`src/rtl/muldiv_pkg.sv`:
```
// Purpose: shared encodings for the multiply arbiter (FSM states, pipe grant, counter sizing).
// Latency: none, declarations only.
// Backpressure: none, declarations only.
package muldiv_pkg;

    typedef enum logic [1:0] {
        IDLE = 2'd0,
        RUN  = 2'd1,
        DONE = 2'd2
    } state_t;

    typedef enum logic {
        PIPE1 = 1'b0,
        PIPE2 = 1'b1
    } pipe_t;

    // Step counter must be able to hold WIDTH.
    function automatic int count_width(input int width);
        return $clog2(width + 1);
    endfunction

endpackage

```
`src/rtl/seq_multiplier.sv`:
```
// Purpose: latched-operand unsigned shift-add multiplier datapath, one partial product per step.
// Latency: product complete WIDTH steps after start.
// Backpressure: none; the controller decides when to start and step.
module seq_multiplier #(
    parameter int WIDTH = 32
) (
    input  logic                 clk,
    input  logic                 rst_n,
    input  logic                 start,
    input  logic                 step,
    input  logic [WIDTH-1:0]     a_in,
    input  logic [WIDTH-1:0]     b_in,
    output logic [2*WIDTH-1:0]   acc
);

    // a_sh holds A<<count and b_sh[0] holds B[count]; shifting both each step
    // gives the same partial products as indexing by count, without a barrel shifter.
    logic [2*WIDTH-1:0] a_sh;
    logic [2*WIDTH-1:0] acc_q;
    logic [WIDTH-1:0]   b_sh;

    // Latch operands at start, then accumulate one partial product per step.
    always_ff @(posedge clk or negedge rst_n) begin
        if (!rst_n) begin
            a_sh  <= '0;
            b_sh  <= '0;
            acc_q <= '0;
        end else if (start) begin
            a_sh  <= {{WIDTH{1'b0}}, a_in};
            b_sh  <= b_in;
            acc_q <= '0;
        end else if (step) begin
            if (b_sh[0]) begin
                acc_q <= acc_q + a_sh;
            end
            a_sh <= a_sh << 1;
            b_sh <= b_sh >> 1;
        end
    end

    assign acc = acc_q;

endmodule

```
`src/rtl/muldiv_arbiter.sv`:
```
// Purpose: shares one iterative multiplier between pipe-1 and pipe-2 execute; arbitrates, sequences, stalls.
// Latency: fixed, grant in cycle 0, Done/Result in cycle WIDTH+1, back to IDLE the cycle after.
// Backpressure: requesting pipe stalled until its Done; loser stalled through the foreign op. MULDIV_RR_EN selects round-robin ties.
module muldiv_arbiter
    import muldiv_pkg::*;
#(
    parameter int WIDTH = 32
) (
    input  logic                 clk,
    input  logic                 reset,
    input  logic                 Req1,
    input  logic                 Req2,
    input  logic [WIDTH-1:0]     SrcA1,
    input  logic [WIDTH-1:0]     SrcB1,
    input  logic [WIDTH-1:0]     SrcA2,
    input  logic [WIDTH-1:0]     SrcB2,
    input  logic                 FlushE,
    output logic                 StallE1,
    output logic                 StallE2,
    output logic                 Done1,
    output logic                 Done2,
    output logic [2*WIDTH-1:0]   Result,
    output logic                 Busy
);

    localparam int            CW        = count_width(WIDTH);
    localparam logic [CW-1:0] LAST_STEP = CW'(WIDTH - 1);

    state_t             state;
    state_t             state_nxt;
    pipe_t              grant;
    pipe_t              winner;
    pipe_t              tie_pick;
    logic [CW-1:0]      count;
    logic               start;
    logic               step;
    logic               done_vld;
    logic [WIDTH-1:0]   op_a;
    logic [WIDTH-1:0]   op_b;
    logic [2*WIDTH-1:0] acc;

`ifdef MULDIV_RR_EN
    pipe_t rr_ptr;

    // Preferred pipe flips after every completed operation; flushed ops do not count.
    always_ff @(posedge clk or negedge reset) begin
        if (!reset) begin
            rr_ptr <= PIPE1;
        end else if (done_vld) begin
            rr_ptr <= (rr_ptr == PIPE1) ? PIPE2 : PIPE1;
        end
    end

    assign tie_pick = rr_ptr;
`else
    assign tie_pick = PIPE1;
`endif

    // Pick the winner: a lone requester always wins, ties go to tie_pick.
    always_comb begin
        winner = PIPE2;
        if (Req1 && Req2) begin
            winner = tie_pick;
        end else if (Req1) begin
            winner = PIPE1;
        end
    end

    assign op_a = (winner == PIPE1) ? SrcA1 : SrcA2;
    assign op_b = (winner == PIPE1) ? SrcB1 : SrcB2;

    // Next-state and datapath control; flush aborts RUN/DONE and blocks a grant in IDLE.
    always_comb begin
        state_nxt = state;
        start     = 1'b0;
        step      = 1'b0;
        case (state)
            IDLE: begin
                if ((Req1 || Req2) && !FlushE) begin
                    start     = 1'b1;
                    state_nxt = RUN;
                end
            end
            RUN: begin
                if (FlushE) begin
                    state_nxt = IDLE;
                end else begin
                    step = 1'b1;
                    if (count == LAST_STEP) begin
                        state_nxt = DONE;
                    end
                end
            end
            DONE: begin
                state_nxt = IDLE;
            end
            default: begin
                state_nxt = IDLE;
            end
        endcase
    end

    // State, grant and step counter registers.
    always_ff @(posedge clk or negedge reset) begin
        if (!reset) begin
            state <= IDLE;
            grant <= PIPE1;
            count <= '0;
        end else begin
            state <= state_nxt;
            if (start) begin
                grant <= winner;
                count <= '0;
            end else if (step) begin
                count <= count + CW'(1);
            end
        end
    end

    seq_multiplier #(
        .WIDTH (WIDTH)
    ) u_mul (
        .clk   (clk),
        .rst_n (reset),
        .start (start),
        .step  (step),
        .a_in  (op_a),
        .b_in  (op_b),
        .acc   (acc)
    );

    // A flush landing in the DONE cycle swallows the pulse.
    assign done_vld = (state == DONE) && !FlushE;
    assign Done1    = done_vld && (grant == PIPE1);
    assign Done2    = done_vld && (grant == PIPE2);
    assign Result   = done_vld ? acc : '0;
    assign Busy     = (state != IDLE);

    // Stalls are combinational from the request, so reset must gate them to read 0 at once.
    assign StallE1  = reset && Req1 && !Done1;
    assign StallE2  = reset && Req2 && !Done2;

endmodule

```
`config.mk`:
```
export PLATFORM = sky130hd
export DESIGN_NAME = muldiv_arbiter
export DESIGN_NICKNAME = d
export VERILOG_FILES = /design/src/rtl/muldiv_pkg.sv /design/src/rtl/seq_multiplier.sv /design/src/rtl/muldiv_arbiter.sv
export SDC_FILE = /design/constraint.sdc
export NUM_CORES = 1
export LEC_CHECK = 0
export CELL_PAD_IN_SITES_DETAIL_PLACEMENT = 1
export CELL_PAD_IN_SITES_GLOBAL_PLACEMENT = 2
export CORE_MARGIN = 3
export CORE_UTILIZATION = 32
export CTS_CLUSTER_SIZE = 14
export DETAILED_ROUTE_END_ITERATION = 10
export HOLD_SLACK_MARGIN = 0.08
export PLACE_DENSITY_LB_ADDON = 0.3
export REMOVE_ABC_BUFFERS = 1
export SLEW_MARGIN = 40
export SYNTH_ARGS = -nofsm -noshare
export SYNTH_HDL_FRONTEND = slang
export SYNTH_SLANG_ARGS = --single-unit
```
`constraint.sdc`:
```
create_clock -name clk -period 4 [get_ports clk]
set_clock_uncertainty 0.1 [all_clocks]
set_input_delay 0.4 -clock clk [delete_from_list [all_inputs] [get_ports clk]]
set_output_delay 0.4 -clock clk [all_outputs]
set_load 0.1 [all_outputs]
```
; ---- After elaboration in Yosys (flattened, before gate mapping)
; Cells that the tools add are included.
[word_totals]
ff_bits = 169
in_bits = 133
[op_classes]
addsub = 2
eq_ne = 5
muxes = 22
n_bitwise = 1
reduce_logical = 19
[op_table]
columns = operator, n
row1 = $mux W64, 6
row2 = $mux W32, 4
row3 = $add A64 B64 Y64, 1
row4 = $mux W6, 2
row5 = $logic_and A1 B1 Y1, 9
row6 = $add A6 B1 Y6 const B, 1
row7 = $eq A6 B5 Y1 const B, 1
row8 = $mux W1, 6
row9 = $mux W2, 3
row10 = $reduce_bool A2 Y1, 3
row11 = $pmux W2 S2, 1
row12 = $reduce_and A2 Y1, 2
row13 = $logic_not A1 Y1, 3
row14 = $ne A3 B3 Y1 const B, 1
row15 = $eq A2 B1 Y1 const B, 1
row16 = $eq A2 B2 Y1 const B, 1
row17 = $logic_not A2 Y1, 1
row18 = $ne A2 B2 Y1 const B, 1
row19 = $logic_or A1 B1 Y1, 1
row20 = $not A1 Y1, 1

; ---- Logic depth before layout (Yosys ltp)
[logic_depth]
depth_word = 6
mapped_depth = 12

; ---- Cells and area by module
; A second synthesis with hierarchy kept.
[hier_totals]
hier_cells = 1385
hier_area_um2 = 12320.6
[by_module_without_submodules]
columns = mod, instances, cells_per_inst, area_each_um2, seq_area_each_um2
row1 = seq_multiplier, 1, 1195, 10671.5, 4003.8
row2 = muldiv_arbiter, 1, 190, 1649.1, 225.2

; ---- Worst setup path before layout
; No wires, ideal clock.
[synth_timing]
kind = input to output
from = in FlushE
to = out StallE1
arrival_time_ns = 3.316
path_slack_ns = 0.184
cell_stages = 4
n_path_buf = 1
path_cell_list = nor3b_1 > clkbuf_1 > nor2b_1 > nor2_1
[synth_between]
elab_chain_len = 5
[synth_lines]
columns = item, line
row1 = "start, declared", muldiv_arbiter.sv:17  ; input logic FlushE,
row2 = $logic_not A1 Y1, muldiv_arbiter.sv:133  ; assign done_vld = (state == DONE) && !FlushE;
row3 = $logic_and A1 B1 Y1, muldiv_arbiter.sv:133
row4 = $logic_and A1 B1 Y1, muldiv_arbiter.sv:134  ; assign Done1 = done_vld && (grant == PIPE1);
row5 = via Done1, muldiv_arbiter.sv:20  ; output logic Done1,
row6 = $logic_not A1 Y1, muldiv_arbiter.sv:140  ; assign StallE1 = reset && Req1 && !Done1;
row7 = $logic_and A1 B1 Y1, muldiv_arbiter.sv:140
row8 = "end, declared", muldiv_arbiter.sv:18  ; output logic StallE1,
; The timed path passes the listed nets, and every way through them passes these cells.

; ---- Worst setup path after layout
[layout_timing]
from = reg u_mul.acc_q[0], in the netlist u_mul.acc[0]
to = reg u_mul.acc_q[52], in the netlist u_mul.acc[52]
[layout_between]
elab_chain_len = 4
[layout_lines]
columns = item, line
row1 = "start, declared", seq_multiplier.sv:19  ; logic [2*WIDTH-1:0] acc_q;
row2 = "start signal, assigned", seq_multiplier.sv:34  ; acc_q <= acc_q + a_sh;
row3 = $add A64 B64 Y64, seq_multiplier.sv:34
row4 = $mux W64, seq_multiplier.sv:33  ; if (b_sh[0]) begin
row5 = $mux W64, seq_multiplier.sv:32  ; end else if (step) begin
row6 = $mux W64, seq_multiplier.sv:28  ; end else if (start) begin
; Every way passes these cells. The select of a mux whose other input is x is not followed.
; A chain may end at the register's enable or synchronous reset.

==> summary.md <==
| Metric | Value |
|---|---|
| Peak supply drop | `273 uV` |
| Arrival time worst endpoint | `3.93 ns` |
| Flop and latch count out of synthesis | `169` |
| Number of inserted diodes | `0` |
| Root buffer cell | `sky130_fd_sc_hd__clkbuf_16` |
| Primary flip-flop cell chosen by synthesis mapping | `sky130_fd_sc_hd__dfrtp_1` |
| Max Clk Rate | `271 MHz` |
| Worst Setup Start Kind | `register` |
| Fin crit share | `between 90% and 100%` |
| Avg Synthesized Cell Area | `about 8.4 sq um` |
| Post CTS Setup Buffer Count | `0` |
| Setup TNS after final layout | `0 ns` |
| Initial antenna violation count | `0` |
| Max Slew Vio Count | `0` |
| Number of distinct library cell variants in the gate-level netlist after synthesis | `67` |
| Number of buffers added by the clock tree synthesis step | `17` |
| Number of vias per cell after detailed routing | `5.34` |
| Worst setup path class | `register to register` |
| Maximum number of pins on one net before global-route repair | `139` |
| Post-route DRC | `0` |
| Routed wire length per instance | `~19 microns` |
| Area grow syn2layout | `25.1%` |
| Pwr dens | `455 nW/um^2` |
| Leading post-synthesis cells by instance count | `sky130_fd_sc_hd__nand2_1 (234), sky130_fd_sc_hd__dfrtp_1 (169), sky130_fd_sc_hd__a21oi_1 (117), sky130_fd_sc_hd__o21ai_0 (86), sky130_fd_sc_hd__nor2_1 (84)` |
| Yosys top cell area share | `36.4%` |
| Via count of the first global-routing pass | `11200` |
| Actual slew at the worst max-slew pin | `0.851 ns` |
| Register area | `approximately 4200 sq um` |
| Clock latency on the worst-skew pair | `0.45 ns` |
| FILL cells | `4229` |
| Share of layout cells above drive strength 1 | `a little under a tenth` |
| Detail Placement HPWL | `27.8 mm` |
| Longest Clk Path Bufs | `2` |
| Die ar. | `38600 sq um` |
| Length of the first detailed-routing pass in iterations | `4` |
| Boundary pin count | `202` |
| Leak Pwr | `6.40 nW` |
| Cell type of the slowest stage on the worst timing path | `sky130_fd_sc_hd__fa_1` |
| WP buf/inv | `0` |
| Most frequently used cell type in the post-synthesis netlist | `sky130_fd_sc_hd__nand2_1` |
| Cell type with the highest aggregate area in the netlist | `sky130_fd_sc_hd__dfrtp_1` |
| Horizontal die dimension | `196 microns` |
| Largest fanout of any net on the critical path | `6` |
| Number of warnings issued by yosys | `0` |
| Buffers on Ports | `201` |
| Number of sinks on the clock net | `169` |
| Class of the tightest hold or removal check | `primary input to async pin` |
| Summed instance area of the synthesized netlist | `11600 sq um` |
| H-tree levels | `4` |
| Number of flops mapped to enable cells by yosys | `0` |
| Multi-input logic area | `6980 sq um` |
| Final core area utilization | `between 40% and 50%` |
| Number of failing hold endpoints at the final stage | `0` |
| Number of cell rows | `69` |
| Dominant cells by area after synthesis | `sky130_fd_sc_hd__dfrtp_1 (36%), sky130_fd_sc_hd__nand2_1 (7.6%), sky130_fd_sc_hd__ha_1 (6.9%)` |
| Final estimated routing congestion in global placement | `0.837` |
| Clock input transition at the sequential cells of the worst setup and hold paths | `0.08 ns` |
| Clock tree from TritonCTS | `built` |
| DIE HEIGHT | `196 microns` |
| Total via count in the routed design | `10700` |
| Final Net Count | `1727` |
| Crit. End Element | `register` |
| Status | `completed` |
| Overall overflow remaining after global route | `0` |
| Register area share after synthesis | `36.4%` |
| Finish-stage setup viols | `0` |
| Required time at the endpoint of the critical path | `between 4 and 5 ns` |
| Min cycle time layout | `3.69 ns` |
| Async set-or-reset flop fraction in the synthesized netlist | `100%` |
| Count of nets left with antenna violations after detail routing | `0` |
| Wire length of the first global-routing pass | `61.2 mm` |
| Critical path cell sequence | `ha_1 > fa_1 > a211oi_1 > o21ai_2 > o2111ai_2 > a21oi_1 > nor2_1 > o31ai_2 > o2111ai_1 > a21oi_2 > or3_1 > a32o_1` |
| Wire length after detailed routing | `37.3 mm` |
| Worst rel slew slack | `42.9%` |
| Number of maximum-capacitance violations | `0` |
| Setup repair after global routing missed its margin | `false` |
| Number of DRC violations after detailed-routing iteration 0 | `418` |
| Overall fraction of global-route tracks in use | `between 10% and 20%` |
| CP top delay family | `compound AO/OA/AOI/OAI gates` |
| Starting density of the core | `32.5%` |
| Max stage delay on crit path | `0.43 ns` |
| Synthesized instance count | `1376` |
| Area of the core region | `approximately 36000 sq um` |
## repair_timing
action | in CTS | in global routing
gates resized for setup | 0 | 1
hold buffers | 1 | 0
endpoints found under the hold margin | 31 | 0
endpoints found under the setup margin | 0 | 1
## registers in the layout, indices dropped and copies added, names as in the netlist
register,count
count,6
grant,1
state,2
u_mul.b_sh,32
u_mul.a_sh,64
u_mul.acc,64
## final cells by class
cell class	instances	area share, %
multi-input cells	1100	48.1
flip-flops and latches	169	29.1
repair buffers	219	14.0
well taps	461	3.97
clock buffers	20	3.15
clock inverters	12	1.10
inverters	22	0.569
## report_power, final
part	internal (W)	switching, W	leakage (nW)
sequential	0.00207	0.000307	2.22
combinational	0.00102	0.00143	3.89
clock	0.000978	0.000795	0.296
total	0.00407	0.00253	6.40
## cell families (layout without fill, tap and decap cells)
kind of cell	Yosys count	in the layout	synth area share, %
AO/OA/AOI/OAI	430	430	24.9
multiplexers	38	38	3.28
AND/OR/NAND/NOR	517	517	20.9
adder cells (fa/ha/maj)	65	65	7.07
XOR/XNOR	50	50	3.77
flip-flops	169	169	36.4
buffers and inverters	107	273	3.67
## path summary, 6_finish.rpt
kind | cells past startpoint | start | to | slack [ns]
min in group clk | 1 | count[5] | state[1] | 0.38
max in group asynchronous | 4 | reset | u_mul.a_sh[49] | 2.38
worst min register to register | 1 | count[5] | state[1] | 0.38
worst min-delay path | 2 | reset | u_mul.a_sh[52] | 0.31
worst max-delay path | 12 | u_mul.acc[0] | u_mul.acc[52] | 0.31
worst max register to register | 12 | u_mul.acc[0] | u_mul.acc[52] | 0.31
## cells in the final DEF, fill, tap and decap left out, types with 37 or more instances in the layout
master | synthesis | routed
sky130_fd_sc_hd__buf_4 | 4 | 82
sky130_fd_sc_hd__dfrtp_1 | 169 | 169
sky130_fd_sc_hd__nor2_1 | 84 | 82
sky130_fd_sc_hd__mux2i_1 | 38 | 38
sky130_fd_sc_hd__o21ai_0 | 86 | 86
sky130_fd_sc_hd__and2_1 | 73 | 73
sky130_fd_sc_hd__clkdlybuf4s50_1 | 0 | 130
sky130_fd_sc_hd__a221o_1 | 37 | 37
sky130_fd_sc_hd__a21oi_1 | 117 | 116
sky130_fd_sc_hd__nand2_1 | 234 | 234
sky130_fd_sc_hd__ha_1 | 64 | 64
## metal layers
metal	up-vias	GRT usage, %	wire length, microns
li1	5262	-	-
met1	5230	26.6	17700
met2	185	31.9	17200
met3	27	3.86	1700
met4	0	5.44	611
met5	-	0	0
## per-stage QoR
| stage | total power (W) | hold WS [ns] | setup WS [ns] | std cells | area [sq um] |
|---|---|---|---|---|---|
| after floorplan | 0.00403 | 0.00441 | -5.83 | 1291 | 11300 |
| after global placement | 0.00481 | 0.220 | 0.399 | 1967 | 13800 |
| after detailed placement | 0.00487 | 0.215 | 0.314 | 1969 | 13900 |
| after CTS | 0.00669 | 0.303 | 0.283 | 2002 | 14500 |
| after global routing | 0.00709 | 0.330 | 0.0514 | 2003 | 14500 |
| final | 0.00660 | 0.310 | 0.314 | 2003 | 14500 |
Power figures use the tool's default switching activity.
